**src/rtl/muldiv_pkg.sv**
```systemverilog
// Shared definitions for the iterative multiply/divide unit: op encodings, FSM states and
// the default operand width.
package muldiv_pkg;

  localparam int unsigned MULDIV_WIDTH = 32;

  localparam logic [1:0] OP_MULT  = 2'b00;
  localparam logic [1:0] OP_MULTU = 2'b01;
  localparam logic [1:0] OP_DIV   = 2'b10;
  localparam logic [1:0] OP_DIVU  = 2'b11;

  typedef enum logic [1:0] {
    IDLE = 2'b00,
    CALC = 2'b01,
    FIX  = 2'b10
  } muldiv_state_e;

endpackage

```
**src/rtl/muldiv_signfix.sv**
```systemverilog
// Sign/magnitude conversion: absolute value of the operands on entry, and conditional
// two's-complement negation of the product or of the quotient/remainder halves on exit.
module muldiv_signfix
  import muldiv_pkg::*;
#(
  parameter int unsigned WIDTH = MULDIV_WIDTH
) (
  input  logic               signed_op,
  input  logic [WIDTH-1:0]   op_a,
  input  logic [WIDTH-1:0]   op_b,
  output logic [WIDTH-1:0]   abs_a,
  output logic [WIDTH-1:0]   abs_b,
  input  logic               is_div,
  input  logic               neg_lo,
  input  logic               neg_hi,
  input  logic [2*WIDTH-1:0] raw_res,
  output logic [2*WIDTH-1:0] fix_res
);

  logic [WIDTH-1:0] raw_hi;
  logic [WIDTH-1:0] raw_lo;

  always_comb begin
    abs_a  = (signed_op && op_a[WIDTH-1]) ? (~op_a + 1'b1) : op_a;
    abs_b  = (signed_op && op_b[WIDTH-1]) ? (~op_b + 1'b1) : op_b;
    raw_hi = raw_res[2*WIDTH-1:WIDTH];
    raw_lo = raw_res[WIDTH-1:0];
    if (is_div) begin
      // Quotient and remainder carry independent signs.
      fix_res = {(neg_hi ? (~raw_hi + 1'b1) : raw_hi), (neg_lo ? (~raw_lo + 1'b1) : raw_lo)};
    end else begin
      fix_res = neg_lo ? (~raw_res + 1'b1) : raw_res;
    end
  end

endmodule

```
**src/rtl/muldiv_unit.sv**
```systemverilog
// Iterative multiply/divide unit with HI/LO registers. Defining MULDIV_FAST_MUL_EN replaces the
// iterative multiply with a single-cycle combinational product (IDLE -> FIX).
module muldiv_unit
  import muldiv_pkg::*;
#(
  parameter int unsigned WIDTH = MULDIV_WIDTH
) (
  input  logic             clk,
  input  logic             reset,
  input  logic             start,
  input  logic [1:0]       op,
  input  logic [WIDTH-1:0] srcA,
  input  logic [WIDTH-1:0] srcB,
  input  logic             hiWrite,
  input  logic             loWrite,
  input  logic [WIDTH-1:0] writeData,
  output logic             busy,
  output logic             done,
  output logic             divZero,
  output logic [WIDTH-1:0] hi,
  output logic [WIDTH-1:0] lo
);

  localparam int unsigned CntW = $clog2(WIDTH);

  muldiv_state_e      state_q, state_d;
  logic [CntW-1:0]    cnt_q, cnt_d;
  logic [2*WIDTH-1:0] acc_q, acc_d;
  logic [WIDTH-1:0]   addend_q, addend_d;
  logic [WIDTH-1:0]   a_raw_q, a_raw_d;
  logic [WIDTH-1:0]   hi_q, hi_d;
  logic [WIDTH-1:0]   lo_q, lo_d;
  logic               is_div_q, is_div_d;
  logic               neg_lo_q, neg_lo_d;
  logic               neg_hi_q, neg_hi_d;
  logic               done_q, done_d;
  logic               dz_q, dz_d;

  logic               signed_op;
  logic [WIDTH-1:0]   abs_a, abs_b;
  logic [2*WIDTH-1:0] fix_res, mul_next, div_next;
  logic [WIDTH:0]     mul_sum, rem_sh, trial;

  assign signed_op = ~op[0];

  muldiv_signfix #(
    .WIDTH(WIDTH)
  ) u_signfix (
    .signed_op(signed_op),
    .op_a     (srcA),
    .op_b     (srcB),
    .abs_a    (abs_a),
    .abs_b    (abs_b),
    .is_div   (is_div_q),
    .neg_lo   (neg_lo_q),
    .neg_hi   (neg_hi_q),
    .raw_res  (acc_q),
    .fix_res  (fix_res)
  );

`ifdef MULDIV_FAST_MUL_EN
  logic [2*WIDTH-1:0] fast_prod;
  assign fast_prod = (2*WIDTH)'(abs_a) * (2*WIDTH)'(abs_b);
`endif

  // acc holds {partial product, multiplier} or {remainder, dividend/quotient}.
  always_comb begin
    mul_sum  = {1'b0, acc_q[2*WIDTH-1:WIDTH]} + (acc_q[0] ? {1'b0, addend_q} : '0);
    mul_next = {mul_sum, acc_q[WIDTH-1:1]};
    rem_sh   = acc_q[2*WIDTH-1:WIDTH-1];
    trial    = rem_sh - {1'b0, addend_q};
    if (trial[WIDTH]) begin
      div_next = {rem_sh[WIDTH-1:0], acc_q[WIDTH-2:0], 1'b0};
    end else begin
      div_next = {trial[WIDTH-1:0], acc_q[WIDTH-2:0], 1'b1};
    end
  end

  always_comb begin
    state_d  = state_q;
    cnt_d    = cnt_q;
    acc_d    = acc_q;
    addend_d = addend_q;
    a_raw_d  = a_raw_q;
    hi_d     = hi_q;
    lo_d     = lo_q;
    is_div_d = is_div_q;
    neg_lo_d = neg_lo_q;
    neg_hi_d = neg_hi_q;
    dz_d     = dz_q;
    done_d   = 1'b0;
    unique case (state_q)
      IDLE: begin
        if (hiWrite) hi_d = writeData;
        if (loWrite) lo_d = writeData;
        if (start) begin
          state_d  = CALC;
          cnt_d    = '0;
          is_div_d = op[1];
          a_raw_d  = srcA;
          neg_lo_d = signed_op & (srcA[WIDTH-1] ^ srcB[WIDTH-1]);
          neg_hi_d = signed_op & srcA[WIDTH-1];
          if (op[1]) begin
            addend_d = abs_b;
            acc_d    = {{WIDTH{1'b0}}, abs_a};
          end else begin
            addend_d = abs_a;
            acc_d    = {{WIDTH{1'b0}}, abs_b};
`ifdef MULDIV_FAST_MUL_EN
            acc_d    = fast_prod;
            state_d  = FIX;
`endif
          end
        end
      end
      CALC: begin
        acc_d = is_div_q ? div_next : mul_next;
        cnt_d = cnt_q + 1'b1;
        if (cnt_q == CntW'(WIDTH - 1)) state_d = FIX;
      end
      FIX: begin
        state_d = IDLE;
        done_d  = 1'b1;
        if (is_div_q && (addend_q == '0)) begin
          hi_d = a_raw_q;
          lo_d = '1;
          dz_d = 1'b1;
        end else begin
          {hi_d, lo_d} = fix_res;
          if (is_div_q) dz_d = 1'b0;
        end
      end
      default: state_d = IDLE;
    endcase
  end

  always_ff @(posedge clk or negedge reset) begin
    if (!reset) begin
      state_q  <= IDLE;
      cnt_q    <= '0;
      acc_q    <= '0;
      addend_q <= '0;
      a_raw_q  <= '0;
      hi_q     <= '0;
      lo_q     <= '0;
      is_div_q <= 1'b0;
      neg_lo_q <= 1'b0;
      neg_hi_q <= 1'b0;
      done_q   <= 1'b0;
      dz_q     <= 1'b0;
    end else begin
      state_q  <= state_d;
      cnt_q    <= cnt_d;
      acc_q    <= acc_d;
      addend_q <= addend_d;
      a_raw_q  <= a_raw_d;
      hi_q     <= hi_d;
      lo_q     <= lo_d;
      is_div_q <= is_div_d;
      neg_lo_q <= neg_lo_d;
      neg_hi_q <= neg_hi_d;
      done_q   <= done_d;
      dz_q     <= dz_d;
    end
  end

  assign busy    = (state_q != IDLE);
  assign done    = done_q;
  assign divZero = dz_q;
  assign hi      = hi_q;
  assign lo      = lo_q;

endmodule
```
**config.mk**
```make
export PLATFORM = sky130hd
export DESIGN_NAME = muldiv_unit
export DESIGN_NICKNAME = d
export VERILOG_FILES = /design/src/rtl/muldiv_pkg.sv /design/src/rtl/muldiv_signfix.sv /design/src/rtl/muldiv_unit.sv
export SDC_FILE = /design/constraint.sdc
export NUM_CORES = 1
export LEC_CHECK = 0
export CAP_MARGIN = 20
export CORE_AREA = 2 2 170 172
export CTS_BUF_LIST = sky130_fd_sc_hd__clkbuf_4
export DETAILED_ROUTE_END_ITERATION = 8
export DIE_AREA = 0 0 172 174
export GPL_TIMING_DRIVEN = 0
export PLACE_DENSITY = 0.82
export SLEW_MARGIN = 0
export SYNTH_ARGS = -nofsm -noshare
export SYNTH_HDL_FRONTEND = slang
export SYNTH_HIERARCHICAL = 1
export SYNTH_SLANG_ARGS = --single-unit
export TNS_END_PERCENT = 10
```
**constraint.sdc**
```tcl
create_clock -name clk -period 3.9 [get_ports clk]
set_clock_uncertainty 0.05 [all_clocks]
set_input_delay 0.78 -clock clk [delete_from_list [all_inputs] [get_ports clk]]
set_output_delay 0.78 -clock clk [all_outputs]
set_load 0.005 [all_outputs]
```
# [After elaboration in Yosys (flattened, before gate mapping)]
# Cells that the tools add are included.
[classes] addsub=8 n_bitwise=9 n_reduce_logical=15 eq_ne=7 muxes=27
[ops] cell="2-to-1 mux 32 bit" count=11
[ops] cell="2-to-1 mux 64 bit" count=5
[ops] cell="adder 32 x 1 -> 32 bit, second input constant" count=4
[ops] cell="inverter 32 bit" count=4
[ops] cell="one-hot mux 32 bit (2 select lines)" count=2
[ops] cell="one-hot mux 64 bit (2 select lines)" count=1
[ops] cell="adder 64 x 1 -> 64 bit, second input constant" count=1
[ops] cell="inverter 64 bit" count=1
[ops] cell="adder 32 x 32 -> 33 bit" count=1
[ops] cell="subtractor 33 x 32 -> 33 bit" count=1
[ops] cell="logical NOT 32 bit" count=1
[ops] cell="AND reduction 2 bit" count=6
[ops] cell="one-hot mux 5 bit (2 select lines)" count=1
[ops] cell="!= test 2 bit, second input constant" count=4
[ops] cell="nonzero test 2 bit" count=4
[ops] cell="adder 5 x 1 -> 5 bit, second input constant" count=1
[ops] cell="equality test 5 bit, second input constant" count=1
[ops] cell="2-to-1 mux 5 bit" count=1
[ops] cell="2-to-1 mux 2 bit" count=2
[ops] cell="one-hot mux 2 bit (2 select lines)" count=1
[ops] cell="logical AND 1 bit" count=3
[ops] cell="2-to-1 mux 1 bit" count=3
[ops] cell="bitwise AND 1 bit" count=2
[ops] cell="equality test 2 x 1 -> 1 bit, second input constant" count=1
[ops] cell="other kinds (4)" count=4
[word_totals] wordCells=78 regBits=204

# [Logic depth before layout (Yosys ltp)]
# Gate-level depths: netlist of the first run.
[depth] word_depth=6 depth_mapped=14 mapped_depth_nobuf=13

# [Cells and area by module]
# Netlist of the first run, hierarchy kept.
[by_module_without_submodules] module="muldiv_unit" n_inst=1 seq_area_each_um2=5104.9 area_per_inst_um2=13584.3 cells_per_inst=1649
[by_module_without_submodules] module="muldiv_signfix" n_inst=1 seq_area_each_um2=0.0 area_per_inst_um2=3076.7 cells_per_inst=464

# [Worst setup path after synthesis of the first run]
# Ideal clock, no wire load.
[synth_timing] kind="register to register" startpoint="reg acc_q[0]" endpoint="reg acc_q[63]" arrival_ns=3.184 setup_slack_ns=0.545 n_path_buf=2 stages_incl_launch_ff=14 path_cell_list="dfrtp_1 -> clkbuf_1 -> and2_1 -> ha_1 -> clkbuf_1 -> a21oi_1 -> o211ai_1 -> a221o_1 -> o31ai_1 -> nor2_1 -> a211o_1 -> a21o_1 -> a211o_1 -> a32o_1"
[synth_via] elab_chain_cells=4
[synth_rtl] item="start, declared" line_no="muldiv_unit.sv:28" source="logic [2*WIDTH-1:0] acc_q, acc_d;"
[synth_rtl] item="start signal, assigned" line_no="muldiv_unit.sv:141" source="acc_q <= '0;"
[synth_rtl] item="start signal, assigned" line_no="muldiv_unit.sv:154" source="acc_q <= acc_d;"
[synth_rtl] item="2-to-1 mux 32 bit" line_no="muldiv_unit.sv:68" source="mul_sum = {1'b0, acc_q[2*WIDTH-1:WIDTH]} + (acc_q[0] ? {1'b0, addend_q} : '0);"
[synth_rtl] item="adder 32 x 32 -> 33 bit" line_no="muldiv_unit.sv:68"
[synth_rtl] item="2-to-1 mux 64 bit" line_no="muldiv_unit.sv:117" source="acc_d = is_div_q ? div_next : mul_next;"
[synth_rtl] item="one-hot mux 64 bit (2 select lines)" line_no="muldiv_unit.sv:92" source="unique case (state_q)"
# No other way between the ends.
# A chain may end at the register's enable or synchronous reset.

# [Final worst setup path of the first run]
[layout_timing] startpoint="reg acc_q[0]" endpoint="reg hi_q[16] (netlist: hi[16])"
[layout_via] elab_chain_cells=6
[layout_rtl] item="inverter 64 bit" line_no="muldiv_signfix.sv:32" source="fix_res = neg_lo ? (~raw_res + 1'b1) : raw_res;"
[layout_rtl] item="adder 64 x 1 -> 64 bit" line_no="muldiv_signfix.sv:32"
[layout_rtl] item="2-to-1 mux 64 bit" line_no="muldiv_signfix.sv:32"
[layout_rtl] item="2-to-1 mux 64 bit" line_no="muldiv_signfix.sv:28" source="if (is_div) begin"
[layout_rtl] item="via fix_res[48]" line_no="muldiv_unit.sv:41" source="logic [2*WIDTH-1:0] fix_res, mul_next, div_next;"
[layout_rtl] item="2-to-1 mux 32 bit" line_no="muldiv_unit.sv:124" source="if (is_div_q && (addend_q == '0)) begin"
[layout_rtl] item="one-hot mux 32 bit (2 select lines)" line_no="muldiv_unit.sv:92"
[layout_rtl] item="end signal, assigned" line_no="muldiv_unit.sv:157" source="hi_q <= hi_d;"
[layout_rtl] item="end, declared" line_no="muldiv_unit.sv:31" source="logic [WIDTH-1:0] hi_q, hi_d;"
# The timed path passes the listed nets, and every way through them passes these cells.

==> impl_metrics.py, run 1 <==
metrics = {
    "cts": {
        "cts_sinks": 204,
        "root_buffer": "clkbuf_4",
        "cts_buffers": 54,
        "clk_pin_slew_ps": 70,
        "clk_latency_ps": 730,
        "htreeDepth": 2,
        "clk_path_buf_depth": 3,
        "cts_tree": "done",
    },
    "logic_synthesis": {
        "syn_area_per_cell_um2": 7.885,
        "synth.top_cells.by_area": "dfrtp_1, nand2_1, o21ai_0",
        "synth.top_cell.area_share_pct": 30.64,
        "synth_edf_count": 0,
        "synth_warnings": 6,
        "synth_ff_type": "dfrtp_1",
        "synth_most_common_cell": "nand2_1",
        "synthArstFlopShare_pct": 100.0,
        "syn_area_mm2": 0.01666,
        "syn_nets": 2288,
        "yosys.cell_types.count": 78,
        "synth_top_cells_by_count": "nand2_1, o21ai_0, dfrtp_1",
        "ys_seq_elements": 204,
        "synth_top_cell_by_area": "dfrtp_1",
        "syn-instance-count": 2113,
        "seq_area_frac_synth_pct": 30.64,
    },
    "sta": {
        "achievable-frequency_ghz": 0.2628,
        "rsz0062_at_grt": "false",
        "fin_crit_ps": 3805,
        "fin_crit_sh_pct": 97.57,
        "tightest_slew_ps": 971.3,
        "setup_viol": 0,
        "finalHoldViolCount": 0,
        "final_max_slew_viol_count": 0,
        "maxSlewHeadroom_pct": 35.01,
    },
    "flow_run": {
        "drv_cap": 0,
    },
    "global_route": {
        "met3_usage_pct": 10.59,
        "grt_overflow": 0,
        "grt.busiest_layer": "met2",
        "use_met1_pct": 56.68,
        "grt_pass1_vias": 16880,
        "grtUsageTotal_pct": 42.65,
        "antenna_found_initial": 2,
        "grt_max_degree": 120,
        "grt_use_met2_pct": 64.54,
        "grt_pass1_wl_mm": 97.66,
    },
    "power": {
        "comb_power_share_pct": 62.5,
        "leakage_nw": 8.506,
        "power-per-cell-area_mw_per_mm2": 911.3,
        "p_seq_share_pct": 26.2,
        "clock_power_share_pct": 11.2,
        "swShare_pct": 51.09,
        "finalPower_mw": 17.93,
        "intPower_mw": 8.767,
        "vdd_drop_max_mv": 0.4241,
        "net-switching-power_mw": 9.159,
    },
    "place": {
        "io_buffers": 168,
        "place_congestion": 1.014,
        "dp_cells": 2668,
        "place_area_mm2": 0.01887,
        "hpwl_mm": 51.04,
    },
    "run_status": {
        "status": "finished, final reports clean",
    },
    "floorplanning": {
        "initial_core_util_pct": 59.00,
        "io_pins": 170,
        "dieArea_mm2": 0.02993,
        "rows": 62,
        "die_w_um": 172,
        "die-height_um": 174,
        "core_mm2": 0.02824,
    },
    "critical_path": {
        "cp-startpoint": "acc_q[0]$_DFFE_PN0P_",
        "r2r-start": "acc_q[0]$_DFFE_PN0P_",
        "worstSetupStartpointType": "flip-flop",
        "max_stage_delay_ps": 650,
        "critPathMaxFanout": 10,
        "endpoint_kind": "flip-flop",
        "slowest_stage": "nor4_2",
        "cp_data_required_time_ps": 4500,
        "crit_type": "reg -> reg",
        "worstPathCellList": "buf_4 -> inv_1 -> ha_1 -> or3b_2 -> nor4_2 -> a31o_2 -> buf_2 -> o21ai_0 -> xor2_1 -> nand2_1 -> nand3_1 -> o21ai_0 -> o21ai_0",
        "cp.arrival_ps": 4400,
        "cpMostUsedCell": "o21ai_0",
    },
    "routing": {
        "drt-initial-drc-count": 2296,
        "drt_pass1_iterations": 8,
        "wl_mm": 64.49,
        "wire_per_inst_um": 23.28,
        "drc": 0,
        "postRouteAntennaNets": 0,
        "vias": 18130,
        "post_drt_via_cell_ratio": 6.544,
    },
    "cells_and_area": {
        "final_area_mm2": 0.01967,
        "layout.nets": 2519,
        "drive_gt1_share_pct": 5.917,
        "final_core_util_pct": 69.66,
        "instances_no_fill": 2770,
        "area_growth_pct": 18.07,
        "fillers": 2383,
    },
    "worst_hold_path": {
        "hold_path_class": "in -> async",
    },
}
## cell usage in the layout (no fill, tap or decap), types with 9 or more instances in the layout
master,netlist,final
nor2_1,82,82
a21oi_1,105,102
inv_1,68,68
a21o_1,32,32
a31oi_1,18,18
xnor2_1,97,97
o21ai_0,243,243
o41ai_1,13,13
o21a_1,14,14
nand2b_1,16,16
xor2_1,73,73
clkbuf_4,0,77
nor3_1,32,32
o21bai_1,12,12
mux2i_1,102,102
o211ai_1,43,43
a22oi_1,17,17
clkbuf_1,93,90
nor4_1,31,31
or3_1,12,12
clkinv_1,0,13
ha_1,70,70
o221ai_1,9,9
nand4_1,14,14
and2_1,41,41
or4_1,23,23
clkdlybuf4s50_1,0,167
nand2_1,400,400
buf_2,8,9
buf_1,14,14
or2_2,9,9
o31ai_1,21,20
dfrtp_1,204,202
o21ai_1,11,11
nand3_1,51,51
o22ai_1,33,33
## registers in the layout, summed over array words and instances, names as in the netlist
signal,count
acc_q,64
a_raw_q,32
addend_q,32
hi,32
lo,32
cnt_q,5
state_q,2
divZero,1
done,1
is_div_q,1
neg_hi_q,1
neg_lo_q,1
## worst max-delay path: cells and delay by family (launching register included)
family                   cells  cell delay (ps)
buffers and inverters        3              490
AND/OR/NAND/NOR              4             1460
adder cells (fa/ha/maj)      1              180
XOR/XNOR                     1              370
flip-flops                   1              490
AO/OA/AOI/OAI                4              690
## kinds of logic after synthesis
logic type / Yosys count / synth area share, %
and+or+nand+nor: 751 / 21.10
AOI/OAI and AO/OA: 625 / 23.20
DFF: 204 / 30.64
buffers and inverters: 188 / 4.431
xor gates and xnor gates: 170 / 8.937
muxes: 103 / 6.196
adders and majority gates: 72 / 5.497
## final cells by class
cell class                      count  area (µm²)  share of cell area [%]
Sequential cell                   204        5107                   25.96
Multi-Input combinational cell   1721       10850                   55.18
Clock buffer                       77       578.1                   2.939
Clock inverter                     18       142.6                  0.7251
Tap cell                          384       480.5                   2.442
Inverter                           68       255.2                   1.298
Buffer                            120       486.7                   2.474
Antenna cell                        3       7.507                 0.03816
Timing Repair Buffer              175        1759                   8.943
## worst paths after layout
path | end | slack [ps] | cells after the start
worst max register to register | hi[16]$_DFFE_PN0P_ | 90 | 13
worst max-delay path | hi[16]$_DFFE_PN0P_ | 90 | 13
worst min-delay path | hi[26]$_DFFE_PN0P_ | 80 | 1
worst min register to register | a_raw_q[6]$_DFFE_PN0P_ | 430 | 2
max in group asynchronous | acc_q[54]$_DFFE_PN0P_ | 2670 | 2
min in group clk | a_raw_q[6]$_DFFE_PN0P_ | 430 | 2
## per-stage QoR
stage	hold slack, ps	worst slack (ps)	setup TNS, ps
after global routing	198.8	10.30	0
after detailed placement	414.3	-695.3	-7528
after global placement	409.8	-6335	-1291100
final	79.48	94.69	0
after floorplan	395.5	544.8	0
after CTS	144.0	5.229	0
## metal layers
| layer | vias up | wire, µm |
|---|---|---|
| met5 | - | 0 |
| met4 | 0 | 3785 |
| met3 | 235 | 7575 |
| met2 | 1218 | 27930 |
| met1 | 8602 | 25200 |
| li1 | 8073 | - |
## power groups by stage
stage               Combinational [mW]  Sequential (mW)  Clock (mW)
floorplan                         7.54             4.00           0
global placement                  10.5             4.58           0
detailed placement                10.7             4.63           0
CTS                               10.9             4.60        2.00
global route                      12.2             4.76        2.12
finish                            11.2             4.70        2.01
## timing repair
action / CTS / global route
endpoints found under the hold margin: 0 / 0
gates cloned: 0 / 0
resized for setup: 9 / 6
setup buffers: 1 / 3
pin swaps: 1 / 3
hold buffers: 0 / 0
endpoints found under the setup margin: 32 / 26
Power figures use the tool's default switching activity.
==> run 2, diff against run 1 <==
Settings changed: CORE_AREA 2 2 170 172 to 2 2 190 155, DIE_AREA 0 0 172 174 to 0 0 192 157, PLACE_DENSITY 0.82 to 0.81.
==> impl_metrics.py, run 2 (same netlist as run 1, synthesis figures left out) <==
metrics = {
    "floorplanning": {
        "rows": 55,
        "io_pins": 170,
        "core_mm2": 0.02808,
        "die_w_um": 192,
        "initial_core_util_pct": 59.34,
        "dieArea_mm2": 0.03014,
        "die-height_um": 157,
    },
    "routing": {
        "met2_length_mm": 25.62,
        "drc": 0,
        "vias": 18120,
        "post_drt_via_cell_ratio": 6.598,
        "drt-initial-drc-count": 2359,
        "drt_pass1_iterations": 6,
        "route.met3.wl_mm": 10.41,
        "top_layer": "met4",
        "wire_per_inst_um": 23.88,
        "met1_length_mm": 27.15,
        "wl_mm": 65.56,
        "postRouteAntennaNets": 0,
    },
    "critical_path": {
        "crit_end": "acc_q[38]$_DFFE_PN0P_",
        "max_stage_delay_ps": 550,
        "critPathMaxFanout": 9,
        "reg2reg_slack_ps": 50,
        "crit_type": "reg -> reg",
        "worstReg2RegEnd": "acc_q[38]$_DFFE_PN0P_",
        "cp.arrival_ps": 4340,
        "cp_data_required_time_ps": 4390,
        "worstRegToRegCells": 12,
        "crit_family": "compound AO/OA/AOI/OAI gates",
        "worstSetupStartpointType": "flip-flop",
        "path_buf_inv": 2,
        "r2r-start": "acc_q[35]$_DFFE_PN0P_",
        "crit_cells": 12,
        "cp-startpoint": "acc_q[35]$_DFFE_PN0P_",
        "endpoint_kind": "flip-flop",
        "worstPathCellList": "ha_1 -> a21o_1 -> a211o_1 -> o211ai_1 -> a211oi_2 -> buf_4 -> o21ba_1 -> or3_1 -> buf_2 -> and2_0 -> a31oi_1 -> o21ai_0",
        "slowest_stage": "dfrtp_1",
    },
    "cells_and_area": {
        "drive_gt1_share_pct": 6.189,
        "layout.nets": 2520,
        "largest_reg_flops": 64,
        "final_core_util_pct": 69.80,
        "fillers": 2393,
        "multi_input_area_mm2": 0.01089,
        "regArea_mm2": 0.005112,
        "area_growth_pct": 17.63,
        "layout_common_cells": "nand2_1, o21ai_0, dfrtp_1",
        "top_register": "acc_q",
        "final_common_cell": "nand2_1",
    },
    "cts": {
        "root_buffer": "clkbuf_4",
        "clk_pin_slew_ps": 70,
        "htreeDepth": 2,
        "clk_path_buf_depth": 3,
        "clk_latency_ps": 740,
        "cts_tree": "done",
        "cts_sinks": 204,
        "cts_buffers": 53,
        "cts_hold_buf": 0,
    },
    "power": {
        "power-per-cell-area_mw_per_mm2": 923.9,
        "p_seq_share_pct": 26.2,
        "vdd_drop_max_mv": 0.6442,
        "swShare_pct": 52.14,
        "intPower_mw": 8.666,
        "leakage_nw": 8.460,
        "comb_power_share_pct": 63.6,
        "net-switching-power_mw": 9.440,
        "clock_power_share_pct": 10.1,
    },
    "global_route": {
        "grt_pass1_vias": 16700,
        "grt_pass1_wl_mm": 98.21,
        "grt_max_degree": 107,
        "grt_overflow": 0,
        "grtUsageTotal_pct": 43.20,
        "antenna_found_initial": 1,
    },
    "sta": {
        "rsz0062_at_grt": "true",
        "maxSlewHeadroom_pct": 28.82,
        "final_max_slew_viol_count": 0,
        "fin_crit_ps": 3848,
        "setup_viol": 0,
        "finalHoldViolCount": 0,
        "tightest_slew_ps": 1058,
        "fin_crit_sh_pct": 98.66,
        "whs_ps": 17.57,
        "achievable-frequency_ghz": 0.2599,
    },
    "worst_hold_path": {
        "hold_path_class": "in -> async",
    },
    "place": {
        "place_congestion": 1.069,
        "io_buffers": 168,
        "hpwl_mm": 51.72,
    },
    "flow_run": {
        "drv_cap": 0,
    },
    "run_status": {
        "status": "finished, final reports clean",
    },
}
[run 2: power by group through the flow]
stage	clock, mW	combinational (mW)	sequential (mW)
detailed placement	0	10.8	4.67
finish	1.83	11.5	4.75
global route	1.94	12.5	4.81
global placement	0	10.6	4.62
CTS	1.82	11.0	4.64
floorplan	0	7.54	4.00
[run 2: repair_timing]
action                                  4_1_cts  5_1_grt
pin swaps                                     2        2
gates resized for setup                       9       15
setup buffers                                 2        6
endpoints found under the setup margin       33       31
[run 2: worst min-delay path by stage]
stage	startpoint	endpoint	slack (ps)	cells after the start
after floorplan	a_raw_q[0]$_DFFE_PN0P_	a_raw_q[0]$_DFFE_PN0P_	400	2
after global placement	hi[26]$_DFFE_PN0P_	hi[26]$_DFFE_PN0P_	410	2
after detailed placement	lo[10]$_DFFE_PN0P_	lo[10]$_DFFE_PN0P_	420	2
after CTS	reset	acc_q[57]$_DFFE_PN0P_	60	1
after global routing	reset	lo[20]$_DFFE_PN0P_	100	1
final	reset	lo[22]$_DFFE_PN0P_	20	1
[run 2: worst register-to-register path, cell delays in order, from the launching register on]
cell and delay, ps:
dfrtp_1 550, ha_1 310, a21o_1 200, a211o_1 300, o211ai_1 530, a211oi_2 150
buf_4 180, o21ba_1 220, or3_1 350, buf_2 200, and2_0 190, a31oi_1 240
o21ai_0 180
[run 2: metal layers]
metal	vias to the layer above	GRT usage [%]
li1	8069	-
met1	8607	61.78
met2	1273	57.86
met3	170	18.15
met4	0	15.05
met5	-	0
[run 2: area by class of cell]
type                       count  area share [%]
multi-input combinational   1721           55.55
sequential                   204           26.09
timing repair buffer         179           9.104
clock buffer                  75           2.873
buffer                       118           2.458
tap                          370           2.362
inverter                      68           1.302
clock inverter                10          0.2490
antenna                        1         0.01277
[run 2: metrics by stage]
stage | power [mW] | TNS (ps) | cell area, µm² | worst slack (ps) | cells
after floorplan | 11.54 | 0 | 16660 | 544.8 | 2113
after global placement | 15.25 | -1316620 | 18810 | -6440 | 2651
after detailed placement | 15.50 | -11060 | 18850 | -647.9 | 2654
after CTS | 17.44 | 0 | 19510 | 8.935 | 2741
after global routing | 19.23 | -54.39 | 19600 | -54.39 | 2746
final | 18.11 | 0 | 19600 | 52.35 | 2746
